--- src/rtl/vga_frame_capture.sv ---
// vga_frame_capture: captures a WIDTH x HEIGHT window of a VGA pixel stream
// into a frame RAM. Each pixel is packed to 8 bits (RGB 3:3:2) and written
// one clock after it is sampled. Supports single-shot and continuous capture.
module vga_frame_capture #(
  parameter int WIDTH   = 200,
  parameter int HEIGHT  = 200,
  parameter int X_START = 350,
  parameter int Y_START = 150
) (
  input  logic        clk,
  input  logic        rst,
  input  logic [7:0]  pix_r,
  input  logic [7:0]  pix_g,
  input  logic [7:0]  pix_b,
  input  logic        hsync,
  input  logic        vsync,
  input  logic        arm,
  input  logic        cont,
  output logic [15:0] wr_addr,
  output logic [7:0]  wr_data,
  output logic        wr_en,
  output logic        busy,
  output logic        done,
  output logic        frame_err
);

  typedef enum logic [1:0] {
    S_IDLE    = 2'd0,
    S_WAIT_VS = 2'd1,
    S_CAPTURE = 2'd2,
    S_DONE    = 2'd3
  } state_t;

  // Window bounds are 11 bits wide so X_START+WIDTH may exceed the 10-bit counter range.
  localparam logic [10:0] X_LO      = 11'(X_START);
  localparam logic [10:0] X_HI      = 11'(X_START + WIDTH);
  localparam logic [10:0] Y_LO      = 11'(Y_START);
  localparam logic [10:0] Y_HI      = 11'(Y_START + HEIGHT);
  localparam logic [15:0] LAST_ADDR = 16'(WIDTH * HEIGHT - 1);
  localparam logic [9:0]  CNT_MAX   = 10'd1023;

  // RGB 3:3:2 packing of one pixel.
  function automatic logic [7:0] f_pack(input logic [7:0] r, input logic [7:0] g,
                                        input logic [7:0] b);
    return {r[7:5], g[7:5], b[7:6]};
  endfunction

  state_t      r_state;
  state_t      w_next;
  logic        r_hs;
  logic        r_vs;
  logic [9:0]  r_x_cnt;
  logic [9:0]  r_y_cnt;
  logic [15:0] r_addr;
  logic        w_hs_fall;
  logic        w_vs_fall;
  logic        w_in_win;
  logic        w_wr_go;

  assign w_hs_fall = r_hs & ~hsync;
  assign w_vs_fall = r_vs & ~vsync;
  assign w_in_win  = ({1'b0, r_x_cnt} >= X_LO) && ({1'b0, r_x_cnt} < X_HI) &&
                     ({1'b0, r_y_cnt} >= Y_LO) && ({1'b0, r_y_cnt} < Y_HI);
  // A vsync edge in CAPTURE restarts the frame, so it suppresses that cycle's write.
  assign w_wr_go   = (r_state == S_CAPTURE) && w_in_win && !w_vs_fall;

  // Sync registers and raster position counters.
  always_ff @(posedge clk or posedge rst) begin
    if (rst) begin
      r_hs    <= 1'b1;
      r_vs    <= 1'b1;
      r_x_cnt <= 10'd0;
      r_y_cnt <= 10'd0;
    end else begin
      r_hs <= hsync;
      r_vs <= vsync;
      if (w_hs_fall) begin
        r_x_cnt <= 10'd0;
      end else if (r_x_cnt != CNT_MAX) begin
        r_x_cnt <= r_x_cnt + 10'd1;
      end
      if (w_vs_fall) begin
        r_y_cnt <= 10'd0;
      end else if (w_hs_fall && (r_y_cnt != CNT_MAX)) begin
        r_y_cnt <= r_y_cnt + 10'd1;
      end
    end
  end

  // FSM state register.
  always_ff @(posedge clk or posedge rst) begin
    if (rst) begin
      r_state <= S_IDLE;
    end else begin
      r_state <= w_next;
    end
  end

  // FSM next-state logic.
  always_comb begin
    w_next = r_state;
    case (r_state)
      S_IDLE:    w_next = arm ? S_WAIT_VS : S_IDLE;
      S_WAIT_VS: w_next = w_vs_fall ? S_CAPTURE : S_WAIT_VS;
      S_CAPTURE: w_next = (w_wr_go && (r_addr == LAST_ADDR)) ? S_DONE : S_CAPTURE;
      S_DONE:    w_next = (cont || arm) ? S_WAIT_VS : S_DONE;
      default:   w_next = S_IDLE;
    endcase
  end

  // FSM status outputs decoded from the state register.
  always_comb begin
    busy = 1'b0;
    done = 1'b0;
    case (r_state)
      S_WAIT_VS: busy = 1'b1;
      S_CAPTURE: busy = 1'b1;
      S_DONE:    done = 1'b1;
      default:   begin busy = 1'b0; done = 1'b0; end
    endcase
  end

  // Address counter and sticky frame-error flag.
  always_ff @(posedge clk or posedge rst) begin
    if (rst) begin
      r_addr    <= 16'd0;
      frame_err <= 1'b0;
    end else begin
      if (((r_state == S_WAIT_VS) || (r_state == S_CAPTURE)) && w_vs_fall) begin
        r_addr <= 16'd0;
      end else if (w_wr_go) begin
        r_addr <= r_addr + 16'd1;
      end
      if ((r_state == S_IDLE) && arm) begin
        frame_err <= 1'b0;
      end else if ((r_state == S_CAPTURE) && w_vs_fall) begin
        frame_err <= 1'b1;
      end
    end
  end

  // Registered frame-RAM write port; address/data hold between writes.
  always_ff @(posedge clk or posedge rst) begin
    if (rst) begin
      wr_en   <= 1'b0;
      wr_addr <= 16'd0;
      wr_data <= 8'd0;
    end else begin
      wr_en <= w_wr_go;
      if (w_wr_go) begin
        wr_addr <= r_addr;
        wr_data <= f_pack(pix_r, pix_g, pix_b);
      end
    end
  end

endmodule
--- config.mk ---
export PLATFORM = sky130hd
export DESIGN_NAME = vga_frame_capture
export DESIGN_NICKNAME = d
export VERILOG_FILES = /design/src/rtl/vga_frame_capture.sv
export SDC_FILE = /design/constraint.sdc
export NUM_CORES = 1
export LEC_CHECK = 0
export CORE_MARGIN = 2
export CORE_UTILIZATION = 35
export DETAILED_ROUTE_END_ITERATION = 8
export GPL_TIMING_DRIVEN = 0
export HOLD_SLACK_MARGIN = 0.08
export SLEW_MARGIN = 40
export SYNTH_ARGS = -nofsm -noshare
export SYNTH_HDL_FRONTEND = slang
export SYNTH_SLANG_ARGS = --single-unit
--- constraint.sdc ---
create_clock -name clk -period 4.95 [get_ports clk]
set_input_delay 1.2375 -clock clk [delete_from_list [all_inputs] [get_ports clk]]
set_output_delay 1.2375 -clock clk [all_outputs]
set_load 0.03 [all_outputs]
== Word level (Yosys, flattened, before mapping) ==
Index checks and enable logic that the tools add are counted.

* Register bits after elaboration: 66
* Input port bits: 30
* Logic and storage cells: 61
* Output and inout port bits: 28

* Multiplexer cells: 15
* Bitwise gates (word level): 4
* Add/sub/neg operators: 3
* Order comparisons: 4
* Reductions and logical operators: 19
* Eq/ne operators: 6

{| class="wikitable"
|+ Operators with widths
! kind !! number
|-
| two-way mux 10 bit || 4
|-
| two-way mux 16 bit || 2
|-
| adder 10 x 1 -> 10 bit (second input constant) || 2
|-
| inequality test 10 bit (second input constant) || 2
|-
| adder 16 x 1 -> 16 bit (second input constant) || 1
|-
| equality test 16 bit (second input constant) || 1
|-
| greater-or-equal comparator 10 x 8 -> 1 bit (second input constant) || 1
|-
| greater-or-equal comparator 10 x 9 -> 1 bit (second input constant) || 1
|-
| logical AND 1 bit || 10
|-
| < comparator 10 bit (second input constant) || 1
|-
| < comparator 10 x 9 -> 1 bit (second input constant) || 1
|-
| one-hot mux 2 bit (4 select lines) || 1
|-
| nonzero test 2 bit || 4
|-
| two-way mux 1 bit || 6
|-
| equality test 2 bit (second input constant) || 2
|-
| two-way mux 2 bit || 2
|-
| bitwise AND 1 bit || 2
|-
| equality test 2 x 1 -> 1 bit (second input constant) || 1
|-
| logical NOT 2 bit || 1
|-
| logical OR 1 bit || 2
|-
| inverter 1 bit || 2
|-
| OR reduction 2 bit || 1
|-
| logical NOT 1 bit || 1
|}

== Longest topological paths before layout ==
Gate-level depths: netlist of the first run.

* Word-level depth: 9
* Gate-level depth with buffers: 9

== Worst setup path after synthesis of the first run ==
OpenSTA, ideal clock, no wires.

* Path kind: input to register
* Start point: input port vsync
* End point: register wr_data[0]
* Arrival: 2.919 ns
* Slack: 1.906 ns
* Cell stages on the path: 6
* Buffers on the path: 1
* Path through: nor2b_1 > or4b_1 > a221o_2 > nor2_4 > buf_4 > mux2_2

* Word-level cells in the longest chain between the ends: 4

{| class="wikitable"
|+ RTL lines
! what !! RTL line !! RTL
|-
| from (decl) || 16 || <nowiki>input logic vsync,</nowiki>
|-
| inverter 1 bit || 61 || <nowiki>assign w_vs_fall = r_vs & ~vsync;</nowiki>
|-
| bitwise AND 1 bit || 61 ||
|-
| logical NOT 1 bit || 65 || <nowiki>assign w_wr_go = (r_state == S_CAPTURE) && w_in_win && !w_vs_fall;</nowiki>
|-
| logical AND 1 bit || 65 ||
|-
| via w_wr_go || 58 || <nowiki>logic w_wr_go;</nowiki>
|-
| to (signal assigned) || 152 || <nowiki>wr_data <= f_pack(pix_r, pix_g, pix_b);</nowiki>
|-
| to (decl) || 20 || <nowiki>output logic [7:0] wr_data,</nowiki>
|}

The timed path passes the listed nets, and every way through them passes these cells.
A chain may end at the register's enable or synchronous reset.

== Worst setup path in the final report of the first run ==
* Start point: input port vsync
* End point: register wr_data[4]

The elaborated chain is that of the path after synthesis.

==> metrics.yaml, run 1 <==
routing:
  wl_met2_mm: 2.90
  dr_wl_met3_microns: 271
  wl_met1_mm: 3.47
  topRoutingLayerUsed: "met4"
  drtIter0Drc: 100
  wire_per_inst_microns: 14.4
  drc: 0
  firstDrtPassIters: 4
  ant_nets: 0
  viasPerCell: 5.29
  vias: 2458
  wl_mm: 6.72
power:
  leakage_nw: 1.72
  cellPowerDensity_nw_per_um2: 315
  ir_worst_vdd_mv: 0.215
  total_power_mw: 1.27
logic_synthesis:
  synthAdderAreaFrac_pct: 3.87
  synth-xor-area-share_pct: 3.80
  synth_top_area_cell: "dfrtp_1"
  syn_area_sq_um: 3230
  synthMuxAreaShare_pct: 9.95
  ys_seq_elements: 66
  synth_area_leaders: "dfrtp_1 50%, mux2_2 8.7%, ha_1 3.9%"
  synthesis.yosys.warnings: 0
  seq_area_frac_synth_pct: 51.2
  synth_compound_area_share_pct: 9.91
  syn_avg_cell_area_sq_um: 10.9
  syn-num-nets: 336
  synth_simple_gate_area_share_pct: 18.4
  yosysUniqueCellTypes: 41
  synth-main-ff-cell: "dfrtp_1"
  syn_inst: 296
  synth-edff-count: 0
  synth_top_family_by_area: "simple AND/OR/NAND/NOR gates"
  synth.top_cell.area_share_pct: 49.6
  synthArstFlopShare_pct: 100
final_layout:
  area_growth_pct: 24.7
  diodes: 0
  layout_commonest_cell: "dfrtp_1"
  seq_area_sq_um: 1650
  final_cell_area_sq_um: 4030
  layout.nets: 389
  multi_input_area_sq_um: 1480
  fill_cells: 895
  drive_gt1_share_pct: 14.4
  most-common-layout-cells: "64 x dfrtp_1, 41 x clkdlybuf4s50_1, 25 x mux2_2, 21 x nor2_1, 18 x a21oi_1"
grt:
  grt_pass1_vias: 2332
  grt_antenna_before_repair: 0
  grt-ovfl-total: 0
  grt_max_degree: 35
  grt_usage_pct: 14.3
  grt_pass1_wl_mm: 11.3
clock_network:
  cts_resized: 0
  cts_made_buffers: 9
  cts.sinks: 66
  clk_pin_slew_ns: 0.08
  clock_latency_ns: 0.35
  hold_buffers: 0
  htree_levels: 3
  cts_root_buf: "clkbuf_8"
  clockBufferDepth: 2
  cts_tree: "built"
  cts_setup_buffers: 0
timing:
  slew_violations: 0
  post-route-min-period_ns: 3.51
  tightest_slew_ns: 0.488
  fin_ws_ns: 1.44
  post-route-period-util_pct: 70.8
  finalHoldViolCount: 0
  final-setup-viol-count: 0
  slew_headroom_pct: 67.0
  tns_ns: 0
  fmax_ghz: 0.285
  clock_skew_ns: 0.00701
  rsz0062_at_grt: "false"
floorplan:
  dieArea_sq_um: 10000
  rows: 35
  boundaryPins: 58
  core_sq_um: 9110
  die_w_microns: 100
  start_util_pct: 35.5
  die_y_microns: 100
worst_setup_path:
  worst_r2r_endpoint: "wr_data[4]"
  ff2ff_path_depth: 7
  worstPathMaxFanout: 10
  cp-end-kind: "flip-flop"
  cp_data_required_time_ns: 5.19
  reg2reg_setup_slack_ns: 2.29
  cp-start-kind: "input port"
  regToRegStartpoint: "r_state[0]"
  crit_arrival_ns: 3.74
  critical_path_class: "in2reg"
hold_path:
  hold_path.class: "reg2reg"
  hold_depth: 1
  min-delay-start: "wr_data[2]"
  whs_endpoint: "wr_data[2]"
placement:
  port_buffers: 41
  gp_congestion: 0.835
  place_area_sq_um: 3800
  place_ws_ns: 1.06
  place_hpwl_mm: 4.65
job:
  drv_cap: 0
status:
  outcome: "finished clean"
-- critical path: stages --
cell and delay (ns):
clkdlybuf4s50_1 0.48, nor2b_1 0.10, or4b_1 0.56, a221o_2 0.44, nor2_4 0.31, buf_4 0.26
mux2_2 0.35
-- cells by family (layout without fill, tap and decap cells) --
kind of cell	after synthesis	count (layout)
flip-flops	66	66
XOR/XNOR	14	14
AND/OR/NAND/NOR	106	106
buffers and inverters	21	79
AO/OA/AOI/OAI	50	50
adder cells (fa/ha/maj)	10	10
multiplexers	29	29
-- synth_stat cells, drive strengths merged, types with 2 or more instances --
master  instances
and2            5
buf             3
nor2           22
mux2           25
nor4b           2
o21ai          10
nand2          17
o31ai          10
xnor2           4
a211oi          3
mux2i           4
dfrtp          64
nand3          10
ha             10
nand4b          2
clkbuf          8
inv            10
nor2b           4
and4            4
and3            8
or3             4
nand4          11
xor2           10
or4            10
dfstp           2
nor3            4
a21oi          18
-- layer usage --
layer,up-vias,GRT usage (%)
met3,6,4.18
met1,1206,21.3
met5,-,0
met4,0,4.74
li1,1194,-
met2,52,20.1
-- sequential cells by signal, summed over array words and instances, names as in the netlist --
name	count
r_addr	16
wr_addr	16
r_x_cnt	10
r_y_cnt	10
wr_data	8
r_state	2
frame_err	1
r_hs	1
r_vs	1
wr_en	1
-- layout make-up --
cell class	instances	share of cell area, %
timing repair buffer	42	10.7
buffer	11	1.40
sequential	66	41.0
clock inverter	6	2.24
clock buffer	10	3.42
inverter	10	0.993
tap	111	3.45
multi-input combinational	209	36.8
-- per-stage QoR --
stage	util (%)	hold slack (ns)	instances
floorplan	-	0.487	296
global placement	41.5	0.488	448
detailed placement	41.7	0.495	449
CTS	44.2	0.514	465
global route	44.2	0.524	465
finish	44.2	0.509	465
-- how the worst max path moves through the flow --
stage,start,endpoint,slack [ns],cells after the start
after detailed placement,vsync,wr_data[1],1.06,7
final,vsync,wr_data[4],1.44,7
after global placement,rst,wr_data[1],0.83,2
after CTS,vsync,wr_data[1],1.43,7
after floorplan,vsync,wr_data[0],1.91,6
after global routing,vsync,wr_addr[6],1.36,7
-- power breakdown --
part           internal (mW)  switching [mW]
Sequential             0.563          0.0304
Combinational         0.0670          0.0920
Clock                  0.298           0.218
Total                  0.928           0.340
Note: power is estimated with default switching activity, not from simulation.
==> run 2: changes to the inputs <==
==> constraint.sdc (replaced) <==
create_clock -name clk -period 2.96 [get_ports clk]
set_input_delay 0.74 -clock clk [delete_from_list [all_inputs] [get_ports clk]]
set_output_delay 0.74 -clock clk [all_outputs]
set_load 0.03 [all_outputs]
==> run 2 against run 1 <==
- die area unchanged
- core utilization up 0.23 points
- sequential power increased by 67%
- combinational power increased by 67%
- worst hold slack barely moved
- flip-flop and latch count did not move
- clock power grew 67%
- worst setup slack got worse by 1.4 ns
- cell count increased by 0.22%
- clock skew barely moved
- first-iteration DRC count is 7.0% higher
- sequential share of layout area down 0.22 points
==> metrics.yaml, run 2 (synthesized netlist as in run 1, its figures left out) <==
timing:
  post-route-period-util_pct: 97.2
  rsz0062_at_grt: "false"  # unchanged
  final-setup-viol-count: 0  # unchanged
  tightest_slew_ns: 0.498  # was 0.488 ns
  finalHoldViolCount: 0  # unchanged
  fmax_ghz: 0.348
  slew_headroom_pct: 66.8  # was 67.0%
  clock_skew_ns: 0.00718  # was 0.00701 ns
  tns_ns: 0  # unchanged
  slew_violations: 0  # unchanged
  post-route-min-period_ns: 2.88
routing:
  wl_mm: 6.65  # was 6.72 mm
  vias: 2450  # was 2458
  ant_nets: 0  # unchanged
  viasPerCell: 5.26  # was 5.29
  firstDrtPassIters: 5  # was 4
  drtIter0Drc: 107  # was 100
  wire_per_inst_microns: 14.3  # was 14.4 microns
  drc: 0  # unchanged
hold_path:
  min-delay-start: "wr_data[2]"  # unchanged
  hold_path.class: "reg2reg"  # unchanged
  whs_endpoint: "wr_data[2]"  # unchanged
  hold_depth: 1  # unchanged
worst_setup_path:
  cp-end-kind: "flip-flop"  # unchanged
  cp_data_required_time_ns: 3.20  # was 5.19 ns
  ff2ff_path_depth: 7  # unchanged
  worst_r2r_endpoint: "wr_data[4]"  # unchanged
  crit_arrival_ns: 3.11  # was 3.74 ns
  worstPathMaxFanout: 10  # unchanged
  regToRegStartpoint: "r_state[0]"  # unchanged
  reg2reg_setup_slack_ns: 0.44  # was 2.29 ns
  cp-start-kind: "input port"  # unchanged
  critical_path_class: "in2reg"  # unchanged
job:
  drv_cap: 0  # unchanged
final_layout:
  diodes: 0  # unchanged
  layout.nets: 390  # was 389
  final_cell_area_sq_um: 4050  # was 4030 sq um
  most-common-layout-cells: "64 x dfrtp_1, 41 x clkdlybuf4s50_1, 25 x mux2_2, 21 x nor2_1, 18 x a21oi_1"  # unchanged
  reg_top3: "r_addr: 16 flops, wr_addr: 16 flops"  # unchanged
  area_growth_pct: 25.4  # was 24.7%
  utilization_pct: 44.5  # was 44.2%
  drive_gt1_share_pct: 15.5  # was 14.4%
  layout_commonest_cell: "dfrtp_1"  # unchanged
floorplan:
  die_w_microns: 100  # unchanged
  core_sq_um: 9110  # unchanged
  die_y_microns: 100  # unchanged
  start_util_pct: 35.5  # unchanged
  boundaryPins: 58  # unchanged
  rows: 35  # unchanged
  dieArea_sq_um: 10000  # unchanged
grt:
  grt_max_degree: 35  # unchanged
  grt_antenna_before_repair: 0  # unchanged
  grt_pass1_wl_mm: 11.3  # about the same
  grt_pass1_vias: 2339  # was 2332
  grt-ovfl-total: 0  # unchanged
  grt_usage_pct: 14.4  # was 14.3%
power:
  ir_worst_vdd_mv: 0.359  # was 0.215 mV
  leakage_nw: 1.73  # was 1.72 nW
  cellPowerDensity_nw_per_um2: 523  # was 315 nW/um^2
  total_power_mw: 2.12  # was 1.27 mW
clock_network:
  hold_buffers: 0  # unchanged
  clockBufferDepth: 2  # unchanged
  clock_latency_ns: 0.34  # was 0.35 ns
  cts_root_buf: "clkbuf_8"  # unchanged
  cts_made_buffers: 9  # unchanged
  htree_levels: 3  # unchanged
  cts.sinks: 66  # unchanged
  clk_pin_slew_ns: 0.08  # about the same
  cts_tree: "built"  # unchanged
placement:
  port_buffers: 41  # unchanged
  place_area_sq_um: 3800  # unchanged
  place_hpwl_mm: 4.65  # unchanged
  gp_congestion: 0.835  # unchanged
status:
  outcome: "finished clean"  # unchanged
==> run 2: cell count changes in the layout (fill, tap and decap cells not counted), sizes merged <==
| cell | delta |
|---|---|
| buf | +2 |
| clkbuf | -1 |
==> run 2: worst max-delay path, stage by stage <==
cell,delay [ns]
clkdlybuf4s50_1,0.48
nor2b_1,0.11
or4b_1,0.56
a221o_2,0.43
nor2_4,0.22
buf_4,0.23
mux2_2,0.35
==> run 2: worst max path at each step <==
stage / start / depth (start not counted) / slack [ns] / endpoint
after floorplan: vsync / 6 / 0.41 / wr_data[0]
after global placement: rst / 2 / -0.66 / wr_data[1]
after detailed placement: vsync / 7 / -0.44 / wr_data[1]
after CTS: vsync / 8 / 0.05 / r_addr[6]
after global routing: vsync / 7 / 0.009 / wr_addr[6]
final: vsync / 7 / 0.08 / wr_data[4]
==> run 2: routing by layer <==
layer	track usage (%)	up-vias	wire [microns]
li1	-	1197	-
met1	21.4	1204	3480
met2	20.1	44	2870
met3	4.18	5	227
met4	4.74	0	63
met5	0	-	0
==> run 2: repair_timing <==
action,in CTS,in global routing
endpoints found under the setup margin,16,8
buffers inserted,2,0
pin swaps,1,0
gates resized for setup,0,2
gates cloned,0,0
==> run 2: layout make-up <==
class                           count  area [sq um]
Fill cell                         894          5060
Tap cell                          111           139
Multi-Input combinational cell    209          1490
Sequential cell                    66          1650
Timing Repair Buffer               44           445
Inverter                           10          40.0
Clock inverter                      6          90.1
Clock buffer                       10           138
Buffer                             10          52.6
==> run 2: per-stage QoR <==
step | instances | setup WS, ns | hold WS, ns
after floorplan | 296 | 0.413 | 0.487
after global placement | 448 | -0.663 | 0.488
after detailed placement | 449 | -0.435 | 0.495
after CTS | 467 | 0.0526 | 0.514
after global routing | 466 | 0.00901 | 0.524
final | 466 | 0.0843 | 0.509
==> run 2: power by group <==
| part | internal (mW) | leakage (nW) | total (mW) | switching, mW |
|---|---|---|---|---|
| Clock | 0.498 | 0.112 | 0.860 | 0.362 |
| Sequential | 0.942 | 0.906 | 0.992 | 0.0508 |
| Combinational | 0.112 | 0.714 | 0.265 | 0.153 |
